$ cat config.mk
export PLATFORM = sky130hd
export DESIGN_NAME = pipelined_addsub_flat
export DESIGN_NICKNAME = d
export VERILOG_FILES = /design/src/rtl/pipelined_addsub_pkg.sv /design/src/rtl/pipelined_addsub_if.sv /design/src/rtl/pipelined_addsub_segment.sv /design/src/rtl/pipelined_addsub.sv /design/src/flat_wrapper.sv
export SDC_FILE = /design/constraint.sdc
export NUM_CORES = 1
export LEC_CHECK = 0
export ABC_AREA = 1
export ABC_CLOCK_PERIOD_IN_PS = 6250
export BUFFER_PORTS_ARGS = -buffer_cell sky130_fd_sc_hd__buf_4
export CORE_MARGIN = 4
export CORE_UTILIZATION = 62
export CTS_BUF_LIST = sky130_fd_sc_hd__clkbuf_4
export CTS_CLUSTER_DIAMETER = 50
export DETAILED_ROUTE_END_ITERATION = 16
export GPL_ROUTABILITY_DRIVEN = 0
export GPL_TIMING_DRIVEN = 0
export PLACE_DENSITY = 0.85
export REMOVE_ABC_BUFFERS = 1
export SETUP_SLACK_MARGIN = 0.02
export SYNTH_ARGS = -nofsm -noshare
export SYNTH_HDL_FRONTEND = slang
export SYNTH_SLANG_ARGS = --single-unit
$ cat constraint.sdc
create_clock -name clk -period 6.25 [get_ports clk]
set_input_delay 1.25 -clock clk [delete_from_list [all_inputs] [get_ports clk]]
set_output_delay 1.25 -clock clk [all_outputs]
set_load 0.02 [all_outputs]
$ cat src/rtl/pipelined_addsub_pkg.sv
// Shared types and helpers for the segmented add/subtract pipeline.
// PIPELINED_ADDSUB_SATURATE_EN adds the per-operation sat flag to the stage payload.
package pipelined_addsub_pkg;

  function automatic int seg_width(input int width, input int stages);
    return width / stages;
  endfunction

  // Saturation target is {sign, fill...}: max positive when A >= 0, min negative otherwise.
  function automatic logic sat_sign_bit(input logic a_msb);
    return a_msb;
  endfunction

  function automatic logic sat_fill_bit(input logic a_msb);
    return ~a_msb;
  endfunction

  // Control half of an intermediate stage payload; the width-dependent
  // operand remainders and partial sum live beside it in the pipeline.
  typedef struct packed {
    logic valid;
    logic carry;
    logic sub;
`ifdef PIPELINED_ADDSUB_SATURATE_EN
    logic sat;
`endif
  } seg_ctrl_t;

endpackage

$ cat src/rtl/pipelined_addsub_if.sv
// Operand/result bus for pipelined_addsub: valid/ready on both sides.
// PIPELINED_ADDSUB_SATURATE_EN adds the sat input.
interface pipelined_addsub_if #(
  parameter int WIDTH = 32
);
  logic             in_valid;
  logic             in_ready;
  logic [WIDTH-1:0] A;
  logic [WIDTH-1:0] B;
  logic             Cin;
  logic             sub;
`ifdef PIPELINED_ADDSUB_SATURATE_EN
  logic             sat;
`endif
  logic             out_valid;
  logic             out_ready;
  logic [WIDTH-1:0] Sum;
  logic             Cout;
  logic             overflow;

  modport master (
`ifdef PIPELINED_ADDSUB_SATURATE_EN
    output sat,
`endif
    output in_valid, A, B, Cin, sub, out_ready,
    input  in_ready, out_valid, Sum, Cout, overflow
  );

  modport slave (
`ifdef PIPELINED_ADDSUB_SATURATE_EN
    input  sat,
`endif
    input  in_valid, A, B, Cin, sub, out_ready,
    output in_ready, out_valid, Sum, Cout, overflow
  );
endinterface

$ cat src/rtl/pipelined_addsub_segment.sv
// One combinational slice of the carry chain; subtract inverts b locally,
// the caller supplies the already-adjusted carry in.
module addsub_segment
  import pipelined_addsub_pkg::*;
#(
  parameter int SW = 16
) (
  input  logic [SW-1:0] a,
  input  logic [SW-1:0] b,
  input  logic          sub,
  input  logic          cin,
  output logic [SW-1:0] s,
  output logic          cout
);
  logic [SW-1:0] b_eff;

  assign b_eff     = sub ? ~b : b;
  assign {cout, s} = {1'b0, a} + {1'b0, b_eff} + {{SW{1'b0}}, cin};
endmodule

$ cat src/rtl/pipelined_addsub.sv
// Add/subtract unit with the carry chain split into STAGES registered segments.
// Define PIPELINED_ADDSUB_SATURATE_EN to enable the per-operation saturating clamp.
module pipelined_addsub
  import pipelined_addsub_pkg::*;
#(
  parameter int WIDTH  = 32,
  parameter int STAGES = 2
) (
  input  logic                clk,
  input  logic                rst_n,
  pipelined_addsub_if.slave   bus
);
  localparam int SW = seg_width(WIDTH, STAGES);

  if (WIDTH < 2 || STAGES < 1 || (WIDTH % STAGES) != 0) begin : g_param_check
    $error("pipelined_addsub: WIDTH must be >= 2 and a multiple of STAGES");
  end

  logic [STAGES-1:0] stage_valid;
  logic [STAGES:0]   stage_ready;

  // A stage may load when it is empty or its content is leaving this cycle.
  always_comb begin
    stage_ready         = '0;
    stage_ready[STAGES] = bus.out_ready;
    for (int k = STAGES - 1; k >= 0; k--) begin
      stage_ready[k] = !stage_valid[k] || stage_ready[k+1];
    end
  end

  assign bus.in_ready = stage_ready[0];

  for (genvar gi = 0; gi < STAGES; gi++) begin : g_stage
    logic          up_valid;
    logic [SW-1:0] a_seg;
    logic [SW-1:0] b_seg;
    logic [SW-1:0] s_seg;
    logic          cin_seg;
    logic          sub_seg;
    logic          cout_seg;
`ifdef PIPELINED_ADDSUB_SATURATE_EN
    logic          sat_seg;
`endif

    if (gi == 0) begin : g_from_bus
      assign up_valid = bus.in_valid;
      assign a_seg    = bus.A[SW-1:0];
      assign b_seg    = bus.B[SW-1:0];
      assign sub_seg  = bus.sub;
      // Subtract turns borrow-in into carry-in of A + ~B.
      assign cin_seg  = bus.Cin ^ bus.sub;
`ifdef PIPELINED_ADDSUB_SATURATE_EN
      assign sat_seg  = bus.sat;
`endif
    end else begin : g_from_reg
      assign up_valid = g_stage[gi-1].g_mid.ctrl_reg.valid;
      assign a_seg    = g_stage[gi-1].g_mid.a_rem_reg[SW-1:0];
      assign b_seg    = g_stage[gi-1].g_mid.b_rem_reg[SW-1:0];
      assign sub_seg  = g_stage[gi-1].g_mid.ctrl_reg.sub;
      assign cin_seg  = g_stage[gi-1].g_mid.ctrl_reg.carry;
`ifdef PIPELINED_ADDSUB_SATURATE_EN
      assign sat_seg  = g_stage[gi-1].g_mid.ctrl_reg.sat;
`endif
    end

    addsub_segment #(.SW(SW)) u_seg (
      .a    (a_seg),
      .b    (b_seg),
      .sub  (sub_seg),
      .cin  (cin_seg),
      .s    (s_seg),
      .cout (cout_seg)
    );

    if (gi < STAGES - 1) begin : g_mid
      localparam int REM = WIDTH - (gi + 1) * SW;
      localparam int DONE = (gi + 1) * SW;

      seg_ctrl_t       ctrl_reg;
      logic [DONE-1:0] sum_reg;
      logic [DONE-1:0] sum_next;
      logic [REM-1:0]  a_rem_reg;
      logic [REM-1:0]  b_rem_reg;
      logic [REM-1:0]  a_rem_next;
      logic [REM-1:0]  b_rem_next;

      if (gi == 0) begin : g_first
        assign a_rem_next = bus.A[WIDTH-1:SW];
        assign b_rem_next = bus.B[WIDTH-1:SW];
        assign sum_next   = s_seg;
      end else begin : g_next
        assign a_rem_next = g_stage[gi-1].g_mid.a_rem_reg[REM+SW-1:SW];
        assign b_rem_next = g_stage[gi-1].g_mid.b_rem_reg[REM+SW-1:SW];
        assign sum_next   = {s_seg, g_stage[gi-1].g_mid.sum_reg};
      end

      always_ff @(posedge clk or negedge rst_n) begin
        if (!rst_n) begin
          ctrl_reg  <= '0;
          sum_reg   <= '0;
          a_rem_reg <= '0;
          b_rem_reg <= '0;
        end else if (stage_ready[gi]) begin
          ctrl_reg.valid <= up_valid;
          if (up_valid) begin
            ctrl_reg.carry <= cout_seg;
            ctrl_reg.sub   <= sub_seg;
`ifdef PIPELINED_ADDSUB_SATURATE_EN
            ctrl_reg.sat   <= sat_seg;
`endif
            sum_reg        <= sum_next;
            a_rem_reg      <= a_rem_next;
            b_rem_reg      <= b_rem_next;
          end
        end
      end

      assign stage_valid[gi] = ctrl_reg.valid;
    end else begin : g_last
      logic [WIDTH-1:0] sum_raw;
      logic [WIDTH-1:0] sum_final;
      logic [WIDTH-1:0] sum_reg;
      logic             a_msb;
      logic             ovf;
      logic             valid_reg;
      logic             cout_reg;
      logic             ovf_reg;

      if (gi == 0) begin : g_single
        assign sum_raw = s_seg;
      end else begin : g_join
        assign sum_raw = {s_seg, g_stage[gi-1].g_mid.sum_reg};
      end

      // The top segment always owns the MSBs, so the sign checks are local.
      assign a_msb = a_seg[SW-1];
      assign ovf   = (a_msb == (b_seg[SW-1] ^ sub_seg)) && (sum_raw[WIDTH-1] != a_msb);

`ifdef PIPELINED_ADDSUB_SATURATE_EN
      assign sum_final = (sat_seg && ovf)
                       ? {sat_sign_bit(a_msb), {(WIDTH-1){sat_fill_bit(a_msb)}}}
                       : sum_raw;
`else
      assign sum_final = sum_raw;
`endif

      always_ff @(posedge clk or negedge rst_n) begin
        if (!rst_n) begin
          valid_reg <= 1'b0;
          sum_reg   <= '0;
          cout_reg  <= 1'b0;
          ovf_reg   <= 1'b0;
        end else if (stage_ready[gi]) begin
          valid_reg <= up_valid;
          if (up_valid) begin
            sum_reg  <= sum_final;
            cout_reg <= cout_seg;
            ovf_reg  <= ovf;
          end
        end
      end

      assign stage_valid[gi] = valid_reg;
      assign bus.out_valid   = valid_reg;
      assign bus.Sum         = sum_reg;
      assign bus.Cout        = cout_reg;
      assign bus.overflow    = ovf_reg;
    end
  end
endmodule
$ cat src/flat_wrapper.sv
// flat-port wrapper written by rule: the top's interface ports become plain ports
module pipelined_addsub_flat import pipelined_addsub_pkg::*;
#(
  parameter int WIDTH  = 32,
  parameter int STAGES = 2
)
  (clk, rst_n, bus_in_valid, bus_A, bus_B, bus_Cin, bus_sub, bus_out_ready, bus_in_ready, bus_out_valid, bus_Sum, bus_Cout, bus_overflow);
  pipelined_addsub_if #(.WIDTH(WIDTH)) bus_i ();
  input  logic clk;
  input  logic rst_n;
  input wire logic [$bits(bus_i.in_valid)-1:0] bus_in_valid;
  input wire logic [$bits(bus_i.A)-1:0] bus_A;
  input wire logic [$bits(bus_i.B)-1:0] bus_B;
  input wire logic [$bits(bus_i.Cin)-1:0] bus_Cin;
  input wire logic [$bits(bus_i.sub)-1:0] bus_sub;
  input wire logic [$bits(bus_i.out_ready)-1:0] bus_out_ready;
  output wire logic [$bits(bus_i.in_ready)-1:0] bus_in_ready;
  output wire logic [$bits(bus_i.out_valid)-1:0] bus_out_valid;
  output wire logic [$bits(bus_i.Sum)-1:0] bus_Sum;
  output wire logic [$bits(bus_i.Cout)-1:0] bus_Cout;
  output wire logic [$bits(bus_i.overflow)-1:0] bus_overflow;
  assign bus_i.in_valid = bus_in_valid;
  assign bus_i.A = bus_A;
  assign bus_i.B = bus_B;
  assign bus_i.Cin = bus_Cin;
  assign bus_i.sub = bus_sub;
  assign bus_i.out_ready = bus_out_ready;
  assign bus_in_ready = bus_i.in_ready;
  assign bus_out_valid = bus_i.out_valid;
  assign bus_Sum = bus_i.Sum;
  assign bus_Cout = bus_i.Cout;
  assign bus_overflow = bus_i.overflow;
  pipelined_addsub #(.WIDTH(WIDTH), .STAGES(STAGES)) u_core (.clk(clk), .rst_n(rst_n), .bus(bus_i));
endmodule
==> results.txt, run 1 <==
terminus of the critical flop-to-flop path: u_core.bus.Sum[28]
clock buffers created by TritonCTS: 9
RSZ-0062 raised after global routing: no
slowest cell delay on critical path: 0.17 ns
max FFs per register: 32
via count of the first global-routing pass: 4994
placement-stage cell area: 6340 sq um
DP Cell Count: 960
max frequency: 338 MHz
CTS max path bufs: 2
maximum number of pins on one net before global-route repair: 87
worst hold-check slack: 0.483 ns
hold-fix buffer count after cts: 0
number of gates given a new drive strength after cts: 0
number of clock sinks: 86
remaining routing DRC violations: 0
Finished Cell Area: 6530 sq um
count of maximum capacitance violations: 0
count of cell types in the netlist: 27
number of instances in the synthesized netlist: 768
Die Area: 10500 sq um
wirelength, routed: 12400 um
total routing usage reported by global routing: 0.247
number of nets at the end of the flow: 967
total vias in the final route: 5035
Seq/Total Area, Yosys: 0.389
I/O pin count: 106
antenna violations before repair: 0
proportion of register bits with asynchronous set or reset after synthesis: 1.00
clock slew at the register clock pins of the worst setup and hold paths: 0.14 ns
final cycle utilization of the critical path: 0.473
arrival time at the worst endpoint: 1.71 ns
post-detailed-route count of antenna-violating nets: 0
input/output buffers: 105
clock root buffer master: sky130_fd_sc_hd__clkbuf_4
number of levels in the clock H-tree: 3
largest driver fanout on the critical path: 3
worst hold path endpoint: u_core.bus.Sum[1]
biggest area contributors in the synthesized netlist: sky130_fd_sc_hd__dfrtp_1 (39%), sky130_fd_sc_hd__nand2_1 (23%), sky130_fd_sc_hd__ha_1 (6.8%)
most common cell in the netlist: sky130_fd_sc_hd__nand2_1
first-pass GRT wire length: 20800 um
critical path cell sequence: buf_4, inv_1, nand3_2, buf_4
required time at the endpoint of the critical path: 5.00 ns
routed length per instance: 12.7 um
die span in x: 102 um
leak pwr: 3.79 nW
aggregate global routing overflow: 0
placed wire-length estimate: 9240 um
Top FF cell, synth: sky130_fd_sc_hd__dfrtp_1
Yosys top cell area share: 0.389
number of flip-flops and latches in the synthesized netlist: 86
effective utilization at floorplan: 0.637
HP Class: flop to flop
final critical-path required period: 2.96 ns
element type at the critical path start: input port
reg-to-reg startpoint: u_core.g_stage[1].sub_seg
count of final setup violators: 0
most prevalent standard cell on the critical path: sky130_fd_sc_hd__buf_4
filler instances: 686
DIE HEIGHT: 102 um
total setup buffers inserted after CTS: 0
Slew Viols, Final: 0
endpoint kind of the worst setup timing path: primary output
cell with the biggest individual delay on the critical path: sky130_fd_sc_hd__buf_4
EDFF count, synth: 0
total power density per cell area: 353 nW/um^2
worst voltage drop across the vdd grid: 0.000141 V
clock insertion delay at the later pin of the skew report: 0.43 ns
Total Neg Setup Slack: 0 ns
worst max-slew margin expressed relative to the limit: 0.310
number of rows created at floorplan: 34
result of the run: completed
depth of the worst register-to-register path: 11
Ys Warns: 0
post-synth top area cell: sky130_fd_sc_hd__dfrtp_1
Core Region: 8680 sq um
# diodes: 0
startpoint of the lowest-slack hold path: u_core.g_stage[0].g_mid.sum_reg[1]
slew at the pin closest to its max-slew limit: 1.03 ns
via count normalized by instance count: 5.16
Crit Path Category: input port to primary output
CTS tree: done
register-to-register setup slack: 3.29 ns
Final Skew: 0.0189 ns
DRC marker count from the first detailed-route iteration: 183
mean cell area of the mapped netlist: 7.20 sq um
synthesized area: 5530 sq um
growth of design area from synthesis to finish: 18.1%
number of endpoints with negative hold slack in the final report: 0
number of stages on the worst hold path: 2
most frequent cells after synthesis: sky130_fd_sc_hd__nand2_1 (344), sky130_fd_sc_hd__inv_1 (89), sky130_fd_sc_hd__dfrtp_1 (86), sky130_fd_sc_hd__nand3_1 (42), sky130_fd_sc_hd__xor2_1 (32)
non-filler instance count after layout: 976
TritonRoute pass-1 iters: 4
ratio of cells with drive above 1 in the final layout: 0.174
worst max path at each step:
stage	start	endpoint	slack, ns	depth (start not counted)
finish	bus_out_ready	bus_in_ready	3.29	4
global route	bus_out_ready	u_core.g_stage[0].g_mid.sum_reg[10]	3.12	7
CTS	bus_out_ready	u_core.bus.Sum[31]	2.77	7
detailed placement	bus_out_ready	u_core.bus.Sum[31]	2.34	7
global placement	bus_out_ready	u_core.bus.Sum[31]	2.43	7
floorplan	bus_out_ready	u_core.bus.Sum[31]	3.28	6
where the power goes:
part / switching, mW / leakage (nW) / internal [mW] / total (mW)
Clock: 0.188 / 0.101 / 0.213 / 0.401
Sequential: 0.0986 / 1.05 / 0.714 / 0.813
Combinational: 0.662 / 2.64 / 0.429 / 1.09
critical path, delay by kind of cell:
| family | cells | cell delay [ns] |
|---|---|---|
| buf+inv | 3 | 0.36 |
| simple gates | 1 | 0.10 |
per-stage QoR:
step	total power [mW]	util	setup slack, ns
2_1_floorplan	1.54	-	3.28
3_3_place_gp	1.87	0.730	2.43
3_5_place_dp	1.91	0.730	2.34
4_1_cts	2.32	0.752	2.77
5_1_grt	2.49	0.752	3.12
6_report	2.31	0.752	3.29
placed cells by master, fill, tap and decap left out:
cell type                   instances
sky130_fd_sc_hd__a21oi_1           16
sky130_fd_sc_hd__a21oi_2            2
sky130_fd_sc_hd__and2_1             3
sky130_fd_sc_hd__buf_4            105
sky130_fd_sc_hd__bufinv_16          3
sky130_fd_sc_hd__clkbuf_4          11
sky130_fd_sc_hd__clkinv_4           2
sky130_fd_sc_hd__dfrtp_1           86
sky130_fd_sc_hd__fa_1               4
sky130_fd_sc_hd__ha_1              30
sky130_fd_sc_hd__inv_1             89
sky130_fd_sc_hd__inv_2              5
sky130_fd_sc_hd__nand2_1          343
sky130_fd_sc_hd__nand2_2           12
sky130_fd_sc_hd__nand2_4            1
sky130_fd_sc_hd__nand3_1           42
sky130_fd_sc_hd__nand3_2            5
sky130_fd_sc_hd__nand3b_1           3
sky130_fd_sc_hd__nand4_1            6
sky130_fd_sc_hd__nor2_1            26
sky130_fd_sc_hd__nor2_2             3
sky130_fd_sc_hd__nor2_4             1
sky130_fd_sc_hd__nor3_1             2
sky130_fd_sc_hd__nor3_2             1
sky130_fd_sc_hd__o21ai_0           20
sky130_fd_sc_hd__o21ai_1            4
sky130_fd_sc_hd__xnor2_1           11
sky130_fd_sc_hd__xor2_1            32
cell type report:
cell class | count | area [sq um] | area share
clock inverter | 5 | 108 | 0.0165
tap | 108 | 135 | 0.0207
timing repair buffer | 105 | 788 | 0.121
sequential | 86 | 2150 | 0.330
multi-input combinational | 567 | 2910 | 0.446
clock buffer | 11 | 82.6 | 0.0126
inverter | 94 | 353 | 0.0540
logic make-up after synthesis:
kind of cell	count (synthesis)	synth area share
compound gates	42	0.0394
fa+ha+maj	34	0.0824
xor+xnor	43	0.0681
buf+inv	115	0.0847
simple gates	448	0.336
flops	86	0.389
per-layer routing:
| metal | wire (um) | global-route usage |
|---|---|---|
| met4 | 372 | 0.110 |
| met2 | 6590 | 0.475 |
| met3 | 637 | 0.0307 |
| met1 | 4800 | 0.267 |
| met5 | 0 | 0 |
(Power assumes the default switching activity.)
==> inputs of run 2 (changes only) <==
--- a/config.mk
+++ b/config.mk
@@ -5,17 +5,17 @@
 export SDC_FILE = /design/constraint.sdc
 export NUM_CORES = 1
 export LEC_CHECK = 0
-export ABC_AREA = 1
-export ABC_CLOCK_PERIOD_IN_PS = 6250
+export ABC_AREA = 0
+export ABC_CLOCK_PERIOD_IN_PS = 2950
 export BUFFER_PORTS_ARGS = -buffer_cell sky130_fd_sc_hd__buf_4
 export CORE_MARGIN = 4
-export CORE_UTILIZATION = 62
+export CORE_UTILIZATION = 57
 export CTS_BUF_LIST = sky130_fd_sc_hd__clkbuf_4
 export CTS_CLUSTER_DIAMETER = 50
 export DETAILED_ROUTE_END_ITERATION = 16
 export GPL_ROUTABILITY_DRIVEN = 0
 export GPL_TIMING_DRIVEN = 0
-export PLACE_DENSITY = 0.85
+export PLACE_DENSITY = 0.8
 export REMOVE_ABC_BUFFERS = 1
 export SETUP_SLACK_MARGIN = 0.02
 export SYNTH_ARGS = -nofsm -noshare
==> constraint.sdc (replaced) <==
create_clock -name clk -period 2.95 [get_ports clk]
set_input_delay 0.59 -clock clk [delete_from_list [all_inputs] [get_ports clk]]
set_output_delay 0.59 -clock clk [all_outputs]
set_load 0.02 [all_outputs]
==> run 2 against run 1 <==
Effect of this change:
- core utilization down 5.0 points
- combinational power increased by 80%
- sequential power rose by 110%
- largest cell class unchanged
==> results.txt, run 2 <==
clock insertion delay at the later pin of the skew report: 0.45 ns (+0.02 ns)
most common cell in the netlist: sky130_fd_sc_hd__nand2_1
total power density per cell area: 699 nW/um^2 (+98%)
endpoint kind of the worst setup timing path: flop
worst max-slew margin expressed relative to the limit: 0.290 (-0.0199)
metal3 WL: 732 um (+15%)
number of instances in the synthesized netlist: 583 (-24%)
Synth Area in Adders: 0.0889 (+0.00652)
Ys Warns: 0 (unchanged)
Total Neg Setup Slack: 0 ns (unchanged)
largest driver fanout on the critical path: 3 (unchanged)
number of levels in the clock H-tree: 3 (unchanged)
number of rows created at floorplan: 34 (unchanged)
mux contribution to synthesized area: 0.00195 (+0.00195)
Seq/Total Area, Yosys: 0.420 (+0.0308)
I/O pin count: 106 (unchanged)
post-synth top area cell: sky130_fd_sc_hd__dfrtp_1
number of nets at the end of the flow: 782 (-19%)
commonest non-fill, non-tap cell in the layout: sky130_fd_sc_hd__nand2_1
wirelength, routed: 11300 um (-8.9%)
via count of the first global-routing pass: 4363 (-13%)
Die Area: 10600 sq um (+0.73%)
TritonRoute pass-1 iters: 4 (unchanged)
required time at the endpoint of the critical path: 3.29 ns (-1.71 ns)
worst voltage drop across the vdd grid: 0.000297 V (+110%)
antenna violations before repair: 0 (unchanged)
max frequency: 367 MHz
EDFF count, synth: 0 (unchanged)
post-detailed-route count of antenna-violating nets: 0 (unchanged)
post-synthesis compound-gate area fraction: 0.158 (+0.118)
die span in x: 103 um (+0.37%)
DRC marker count from the first detailed-route iteration: 134 (-27%)
Yosys top cell area share: 0.420 (+0.0308)
result of the run: completed
number of flip-flops and latches in the synthesized netlist: 86 (unchanged)
placement-stage cell area: 5980 sq um (-5.6%)
element type at the critical path start: flop
final critical-path required period: 2.73 ns
synthesized area: 5120 sq um (-7.3%)
HP Class: input port to async pin
routed length per instance: 14.3 um (+12%)
arrival time at the worst endpoint: 3.06 ns (+1.35 ns)
RSZ-0062 raised after global routing: no
clock slew at the register clock pins of the worst setup and hold paths: 0.15 ns (about the same)
Finished Cell Area: 6130 sq um (-6.2%)
biggest area contributors in the synthesized netlist: sky130_fd_sc_hd__dfrtp_1 (42%), sky130_fd_sc_hd__nand2_1 (13%), sky130_fd_sc_hd__ha_1 (7.3%)
length of routed met2 wiring: 5800 um (-12%)
count of final setup violators: 0 (unchanged)
CTS tree: done
number of clock sinks: 86 (unchanged)
placed wire-length estimate: 8390 um (-9.2%)
effective utilization at floorplan: 0.587 (-0.0496)
total vias in the final route: 4375 (-13%)
input/output buffers: 105 (unchanged)
number of endpoints with negative hold slack in the final report: 0 (unchanged)
Core Region: 8720 sq um (+0.49%)
# diodes: 0 (unchanged)
count of maximum capacitance violations: 0 (unchanged)
final cycle utilization of the critical path: 0.924
slew at the pin closest to its max-slew limit: 1.06 ns (+0.0298 ns)
max FFs per register: 32 (unchanged)
total power: 4.28 mW (+86%)
simple-gate share of the synthesized area: 0.226 (-0.110)
DIE HEIGHT: 103 um (+0.37%)
Final Skew: 0.0212 ns (+0.00228 ns)
proportion of register bits with asynchronous set or reset after synthesis: 1.00 (unchanged)
Met1 Routed Length: 4650 um (-3.2%)
Slew Viols, Final: 0 (unchanged)
CTS max path bufs: 2 (unchanged)
total routing usage reported by global routing: 0.228 (-0.0192)
Top FF cell, synth: sky130_fd_sc_hd__dfrtp_1
first-pass GRT wire length: 19500 um (-6.2%)
remaining routing DRC violations: 0 (unchanged)
clock buffers created by TritonCTS: 9 (unchanged)
leading cell types in the layout, fill and taps excluded: sky130_fd_sc_hd__nand2_1 (181), sky130_fd_sc_hd__buf_4 (107), sky130_fd_sc_hd__dfrtp_1 (85)
count of cell types in the netlist: 57 (+110%)
mean cell area of the mapped netlist: 8.79 sq um (+22%)
leak pwr: 3.09 nW (-18%)
aggregate global routing overflow: 0 (unchanged)
XOR/XNOR Fraction of Synth Area: 0.0787 (+0.0105)
Crit Path Category: flop to flop
via count normalized by instance count: 5.53 (+7.2%)
hold-fix buffer count after cts: 0 (unchanged)
clock root buffer master: sky130_fd_sc_hd__clkbuf_4
most frequent cells after synthesis: sky130_fd_sc_hd__nand2_1 (183), sky130_fd_sc_hd__dfrtp_1 (86), sky130_fd_sc_hd__xor2_1 (37), sky130_fd_sc_hd__ha_1 (30), sky130_fd_sc_hd__o21ai_0 (30)
ratio of cells with drive above 1 in the final layout: 0.218 (+0.0442)
maximum number of pins on one net before global-route repair: 87 (unchanged)
dominant combinational cell family by area after synthesis: simple AND/OR/NAND/NOR gates
highest routing layer actually used: met4
growth of design area from synthesis to finish: 19.6%
run 2: cell count changes in the layout (fill, tap and decap cells not counted), sizes merged, moves of 7 or more:
cell / previous run / this run
a211oi: 0 / 8
a21o: 0 / 7
o21a: 0 / 10
o21ai: 24 / 40
nand3: 47 / 7
nand2: 356 / 183
nor2: 30 / 16
nand2b: 0 / 7
nor2b: 0 / 8
inv: 94 / 18
o31ai: 0 / 9
run 2: metal layers:
| metal | vias to the layer above | track usage |
|---|---|---|
| met5 | - | 0 |
| met4 | 0 | 0.0578 |
| met3 | 11 | 0.0453 |
| met2 | 135 | 0.405 |
| met1 | 2046 | 0.285 |
| li1 | 2183 | - |
run 2: worst paths after layout:
check | start | depth (start not counted) | slack (ns) | to
max | u_core.g_stage[1].sub_seg | 9 | 0.22 | u_core.bus.Sum[24]
min | rst_n | 1 | 0.27 | u_core.bus.Sum[21]
max reg2reg | u_core.g_stage[1].sub_seg | 9 | 0.22 | u_core.bus.Sum[24]
min reg2reg | u_core.g_stage[0].g_mid.sum_reg[4] | 2 | 0.48 | u_core.bus.Sum[4]
max in group asynchronous | rst_n | 1 | 1.84 | u_core.g_stage[1].sub_seg
min in group clk | bus_B[17] | 3 | 0.32 | u_core.g_stage[0].g_mid.b_rem_reg[1]
run 2: cell type report:
| cell class | instances | area, sq um |
|---|---|---|
| clock buffers | 9 | 67.6 |
| clock inverters | 7 | 62.6 |
| fillers | 688 | 2590 |
| inverters | 12 | 45.0 |
| multi-input cells | 461 | 2840 |
| flip-flops and latches | 86 | 2160 |
| well taps | 108 | 135 |
| repair buffers | 108 | 823 |
run 2: where the power goes:
| group | total [mW] | leakage (nW) | switching (mW) | internal, mW |
|---|---|---|---|---|
| registers | 1.67 | 1.05 | 0.183 | 1.48 |
| logic | 1.96 | 1.97 | 1.11 | 0.847 |
| clock network | 0.654 | 0.0755 | 0.458 | 0.196 |
| total | 4.28 | 3.09 | 1.75 | 2.53 |
run 2: kinds of logic after synthesis:
logic type               after synthesis
XOR/XNOR                              46
multiplexers                           1
adder cells (fa/ha/maj)               34
buffers and inverters                 36
flip-flops                            86
AND/OR/NAND/NOR                      262
AO/OA/AOI/OAI                        118
run 2: repair_timing:
item | 4_1_cts | 5_1_grt
endpoints found under the setup margin | 7 | 4
setup buffers | 0 | 2
endpoints found under the hold margin | 0 | 0
resized for setup | 1 | 1
run 2: per-stage QoR:
step / util / std cells / setup slack (ns) / hold slack, ns
after floorplan: - / 559 / 0.202 / 0.294
after global placement: 0.682 / 772 / -0.268 / 0.446
after detailed placement: 0.686 / 773 / -0.184 / 0.449
after CTS: 0.701 / 789 / 0.0425 / 0.305
after global routing: 0.703 / 791 / 0.0850 / 0.308
final: 0.703 / 791 / 0.224 / 0.274
run 2: worst max-delay path: stages, from the launching register on:
cell                       delay [ns]
sky130_fd_sc_hd__dfrtp_4         0.52
sky130_fd_sc_hd__xnor2_1         0.14
sky130_fd_sc_hd__fa_1            0.45
sky130_fd_sc_hd__fa_1            0.44
sky130_fd_sc_hd__nor2b_1         0.16
sky130_fd_sc_hd__o31a_2          0.19
sky130_fd_sc_hd__o21ai_2         0.08
sky130_fd_sc_hd__a211oi_1        0.32
sky130_fd_sc_hd__nor3_1          0.08
sky130_fd_sc_hd__o31ai_1         0.24
